[config.mk]
export PLATFORM = sky130hd
export DESIGN_NAME = binary_to_gray_encoder_flat
export DESIGN_NICKNAME = d
export VERILOG_FILES = /design/src/rtl/binary_to_gray_encoder_if.sv /design/src/rtl/binary_to_gray_encoder.sv /design/src/flat_wrapper.sv
export SDC_FILE = /design/constraint.sdc
export NUM_CORES = 1
export LEC_CHECK = 0
export CAP_MARGIN = 20
export CORE_MARGIN = 1
export CORE_UTILIZATION = 56
export CTS_BUF_LIST = sky130_fd_sc_hd__clkbuf_8
export DETAILED_ROUTE_END_ITERATION = 12
export PLACE_DENSITY = 0.84
export SKIP_CTS_REPAIR_TIMING = 1
export SLEW_MARGIN = 15
export SYNTH_ARGS = -nofsm -noshare
export SYNTH_HDL_FRONTEND = slang
export SYNTH_SLANG_ARGS = --single-unit
[constraint.sdc]
create_clock -name clk -period 5.3 [get_ports clk]
set_input_delay 1.06 -clock clk [delete_from_list [all_inputs] [get_ports clk]]
set_output_delay 1.06 -clock clk [all_outputs]
set_load 0.05 [all_outputs]
[src/rtl/binary_to_gray_encoder_if.sv]
// Strobed word bundle between a binary source and the Gray encoder.
// master drives inStrobe/dataIn; slave returns outStrobe/dataOut/adjacent/firstOut.
interface binary_to_gray_encoder_if #(
  parameter int WIDTH = 32
);
  logic             inStrobe;
  logic [WIDTH-1:0] dataIn;
  logic             outStrobe;
  logic [WIDTH-1:0] dataOut;
  logic             adjacent;
  logic             firstOut;

  modport master (
    output inStrobe, dataIn,
    input  outStrobe, dataOut, adjacent, firstOut
  );

  modport slave (
    input  inStrobe, dataIn,
    output outStrobe, dataOut, adjacent, firstOut
  );
endinterface

[src/rtl/binary_to_gray_encoder.sv]
// Pipelined binary-to-Gray encoder with registered unit-distance flag.
// Ports: clk, rst (sync, active-high), bus (slave: strobe/data in, strobe/gray/flags out).
module binary_to_gray_encoder #(
  parameter int WIDTH   = 32,
  parameter int LATENCY = 2
) (
  input  logic                    clk,
  input  logic                    rst,
  binary_to_gray_encoder_if.slave bus
);

  if (WIDTH < 2 || WIDTH > 64) begin : g_bad_width
    $error("binary_to_gray_encoder: WIDTH must be 2..64");
  end
  if (LATENCY < 1 || LATENCY > 4) begin : g_bad_latency
    $error("binary_to_gray_encoder: LATENCY must be 1..4");
  end

  logic [WIDTH-1:0] gray_c;
  logic             fin_stb;
  logic [WIDTH-1:0] fin_gray;

  assign gray_c = bus.dataIn ^ (bus.dataIn >> 1);

  // LATENCY=1 folds the encode into the output stage.
  if (LATENCY == 1) begin : g_direct
    assign fin_stb  = bus.inStrobe;
    assign fin_gray = gray_c;
  end else begin : g_pipe
    localparam int D = LATENCY - 1;
    logic [D-1:0]     pipe_stb_q;
    logic [D-1:0]     pipe_stb_d;
    logic [WIDTH-1:0] pipe_gray_q [D];
    logic [WIDTH-1:0] pipe_gray_d [D];

    always_comb begin
      pipe_stb_d[0]  = bus.inStrobe;
      pipe_gray_d[0] = gray_c;
      for (int i = 1; i < D; i++) begin
        pipe_stb_d[i]  = pipe_stb_q[i-1];
        pipe_gray_d[i] = pipe_gray_q[i-1];
      end
    end

    always_ff @(posedge clk) begin
      if (rst) begin
        pipe_stb_q <= '0;
        for (int i = 0; i < D; i++)
          pipe_gray_q[i] <= '0;
      end else begin
        pipe_stb_q <= pipe_stb_d;
        for (int i = 0; i < D; i++)
          pipe_gray_q[i] <= pipe_gray_d[i];
      end
    end

    assign fin_stb  = pipe_stb_q[D-1];
    assign fin_gray = pipe_gray_q[D-1];
  end

  logic             out_stb_q, out_stb_d;
  logic [WIDTH-1:0] data_q, data_d;
  logic             adj_q, adj_d;
  logic             first_q, first_d;
  logic             has_q, has_d;
  logic [WIDTH-1:0] diff;
  logic             one_bit;

  // data_q only changes on strobed outputs, so it doubles as prevGray.
  always_comb begin
    diff    = fin_gray ^ data_q;
    one_bit = (diff != '0) &&
              ((diff & (diff - WIDTH'(1))) == '0);
    out_stb_d = fin_stb;
    data_d    = data_q;
    adj_d     = adj_q;
    first_d   = first_q;
    has_d     = has_q;
    if (fin_stb) begin
      data_d  = fin_gray;
      adj_d   = has_q && one_bit;
      first_d = !has_q;
      has_d   = 1'b1;
    end
  end

  always_ff @(posedge clk) begin
    if (rst) begin
      out_stb_q <= 1'b0;
      data_q    <= '0;
      adj_q     <= 1'b0;
      first_q   <= 1'b0;
      has_q     <= 1'b0;
    end else begin
      out_stb_q <= out_stb_d;
      data_q    <= data_d;
      adj_q     <= adj_d;
      first_q   <= first_d;
      has_q     <= has_d;
    end
  end

  assign bus.outStrobe = out_stb_q;
  assign bus.dataOut   = data_q;
  assign bus.adjacent  = adj_q;
  assign bus.firstOut  = first_q;

endmodule

[src/flat_wrapper.sv]
// flat-port wrapper written by rule: the top's interface ports become plain ports
module binary_to_gray_encoder_flat 
#(
  parameter int WIDTH   = 32,
  parameter int LATENCY = 2
)
  (clk, rst, bus_inStrobe, bus_dataIn, bus_outStrobe, bus_dataOut, bus_adjacent, bus_firstOut);
  binary_to_gray_encoder_if #(.WIDTH(WIDTH)) bus_i ();
  input  logic clk;
  input  logic rst;
  input wire logic [$bits(bus_i.inStrobe)-1:0] bus_inStrobe;
  input wire logic [$bits(bus_i.dataIn)-1:0] bus_dataIn;
  output wire logic [$bits(bus_i.outStrobe)-1:0] bus_outStrobe;
  output wire logic [$bits(bus_i.dataOut)-1:0] bus_dataOut;
  output wire logic [$bits(bus_i.adjacent)-1:0] bus_adjacent;
  output wire logic [$bits(bus_i.firstOut)-1:0] bus_firstOut;
  assign bus_i.inStrobe = bus_inStrobe;
  assign bus_i.dataIn = bus_dataIn;
  assign bus_outStrobe = bus_i.outStrobe;
  assign bus_dataOut = bus_i.dataOut;
  assign bus_adjacent = bus_i.adjacent;
  assign bus_firstOut = bus_i.firstOut;
  binary_to_gray_encoder #(.WIDTH(WIDTH), .LATENCY(LATENCY)) u_core (.clk(clk), .rst(rst), .bus(bus_i));
endmodule
==> results.json <==
{
  "status": "completed",
  "r2r_start": "u_core.bus.dataOut[5]",
  "area_growth_pct": 30.5,
  "start_kind": "flop",
  "ff2ff_path_depth": 8,
  "grt_use_total_pct": 21.7,
  "path_clk_slew_ns": 0.07,
  "synth.area.top_cells": "dfxtp_1 (45%), mux2i_1 (11%), xnor2_1 (11%)",
  "syn_avg_cell_area_um2": 9.68,
  "fmax_mhz": 379,
  "core_um2": 5170,
  "hp-class": "reg -> reg",
  "power_uw": 1220,
  "layout_worst_path_cycle_share_pct": 49.8,
  "ir_worst_vdd_v": 0.000305,
  "yosysTopAreaCell": "dfxtp_1",
  "slowest_delay_ns": 0.84,
  "r2r_slack_ns": 3.03,
  "die_w_um": 75.9,
  "first_pass_iters": 4,
  "endpoint_kind": "primary output",
  "clock-root-buffer": "clkbuf_8",
  "grt_max_degree": 70,
  "ys_seq_area_share_pct": 45.1,
  "cp-endpoint": "bus_dataOut[15]",
  "worstPathCellList": "clkdlybuf4s50_1",
  "critPathMaxFanout": 4,
  "final_area_um2": 4000,
  "drc": 0,
  "finalCriticalPeriod_ns": 2.64,
  "grt_pass1_wl_mm": 9.93,
  "grt_setup_unrepaired": "no",
  "synth_warnings": 0,
  "wl_mm": 5.94,
  "synth_cell_type_count": 40,
  "synth_nets": 351,
  "clock_latency_ns": 0.34,
  "r2r-end": "u_core.bus.adjacent",
  "drt-initial-drc-count": 147,
  "worst_slew_pin_slew_ns": 0.659,
  "worst_path_max_delay_cell": "clkdlybuf4s50_1",
  "required_ns": 4.24,
  "cp_top_family": "buffers and inverters",
  "synth_edf_count": 0,
  "num_rows": 26,
  "synthArstFlopShare_pct": 0,
  "wl_per_cell_um": 12.9,
  "synth_seq_cells": 69,
  "cts.sinks": 69,
  "crit_cells": 1,
  "powerDensity_nw_per_um2": 306,
  "cts_tree": "yes",
  "overflow": 0,
  "postRouteAntennaNets": 0,
  "slew_headroom_pct": 56.0,
  "layout.nets": 421,
  "antenna_cells": 0,
  "hold_viol_final": 0,
  "gp_congestion": 0.839,
  "h-tree-depth": 3,
  "synthCells": 316,
  "critical_path_class": "reg -> out",
  "grt_pass1_vias": 2273,
  "finalSetupViolations": 0,
  "drv_cap": 0,
  "via_per_inst": 5.20,
  "port_buffers": 69,
  "die_area_um2": 5760,
  "synth_top_cell_area_share_pct": 45.1,
  "p_leak_uw": 0.00159,
  "timing.setup.tns_ns": 0,
  "crit_arrival_ns": 1.58,
  "ios": 70,
  "final.setup_skew_ns": 0.00413,
  "ys.flop_type": "dfxtp_1",
  "die_y_um": 75.9,
  "antenna_found_initial": 0,
  "dp_hpwl_mm": 4.31,
  "clockBufferDepth": 2,
  "drive_above_1_share_pct": 7.16,
  "crit_buf_inv": 1,
  "cts_made_buffers": 9,
  "start_util_pct": 59.2,
  "drv_slew": 0,
  "placed_area_um2": 3800,
  "dr_total_vias": 2398,
  "synth_area_um2": 3060,
  "crit_path_start": "u_core.bus.dataOut[15]"
}
==> cells in the mapped netlist, types with 2 or more instances <==
cell type,number
o41ai_1,2
o22ai_1,2
nor4_4,3
clkbuf_1,8
nand3_1,2
mux2i_1,34
xnor2_1,38
o31ai_1,3
dfxtp_1,69
xor2_1,25
nor3_1,7
nor2b_1,3
nand4_1,3
buf_1,3
nor2_1,73
nand2_1,9
o21ai_0,5
a21oi_1,5
==> metrics by stage <==
stage          instances  worst slack (ns)  utilization, %  hold slack (ns)
6_report             461              2.66            77.2            0.487
3_3_place_gp         445              2.77            73.5            0.474
4_1_cts              461              2.64            77.2            0.488
3_5_place_dp         445              2.71            73.5            0.479
5_1_grt              461              2.59            77.2            0.522
2_1_floorplan        316              2.83               -            0.456
==> sequential cells by signal, indices dropped and copies added (netlist names) <==
register	flops
u_core.bus.adjacent	1
u_core.g_pipe.pipe_gray_q	32
u_core.bus.outStrobe	1
u_core.bus.firstOut	1
u_core.bus.dataOut	32
u_core.has_q	1
u_core.fin_stb	1
==> worst reg2reg max path, cell delays in order, from the launching register on <==
cell	delay (ns)
dfxtp_1	0.33
xor2_1	0.22
nor4_4	0.41
nand3_4	0.17
nor4_4	0.38
nand2_2	0.10
a2111oi_2	0.33
o22ai_1	0.14
o21ai_2	0.11
==> logic make-up after synthesis <==
family          Yosys count  synth area share (%)
simple gates            109                  17.3
buf+inv                  13                  1.64
flops                    69                  45.1
compound gates           26                  5.89
fa+ha+maj                 1                 0.327
mux                      34                  11.1
xor+xnor                 64                  18.6
==> area by class of cell <==
cell class,count,area [µm²]
Inverter,1,3.75
Sequential cell,69,1380
Clock inverter,6,53.8
Clock buffer,10,138
Timing Repair Buffer,71,701
Tap cell,70,87.6
Multi-Input combinational cell,234,1630
Fill cell,366,1180
==> power breakdown <==
group | switching [µW] | internal, µW
registers | 23.1 | 549
logic | 137 | 105
clock network | 184 | 225
total | 344 | 880
==> worst min-delay path by stage <==
stage                             start             endpoint  slack [ns]  cells past startpoint
floorplan                  u_core.has_q         u_core.has_q        0.46                      2
global placement    u_core.bus.adjacent  u_core.bus.adjacent        0.47                      2
detailed placement  u_core.bus.adjacent  u_core.bus.adjacent        0.48                      2
CTS                 u_core.bus.adjacent  u_core.bus.adjacent        0.49                      2
global route        u_core.bus.adjacent  u_core.bus.adjacent        0.52                      2
finish              u_core.bus.adjacent  u_core.bus.adjacent        0.49                      2
==> per-layer routing <==
layer / up-vias / global-route usage, % / wire length (µm)
li1: 1197 / - / -
met1: 1143 / 24.6 / 2590
met2: 51 / 37.9 / 3020
met3: 7 / 7.83 / 282
met4: 0 / 6.92 / 54
met5: - / 0 / 0
==> placed cells by master, fill, tap and decap left out, types with 2 or more instances in the layout <==
cell	count
nand3_1	2
clkbuf_8	10
dfxtp_1	68
nor4_4	3
mux2i_1	34
o41ai_1	2
nor2b_1	3
a21oi_1	5
nor2_1	73
xor2_1	25
o31ai_1	3
clkinv_2	4
o21ai_0	5
buf_4	2
clkdlybuf4s50_1	68
o22ai_1	2
inv_1	2
nor3_1	7
xnor2_1	38
nand4_1	3
nand2_1	9
Note: power is estimated with default switching activity, not from simulation.
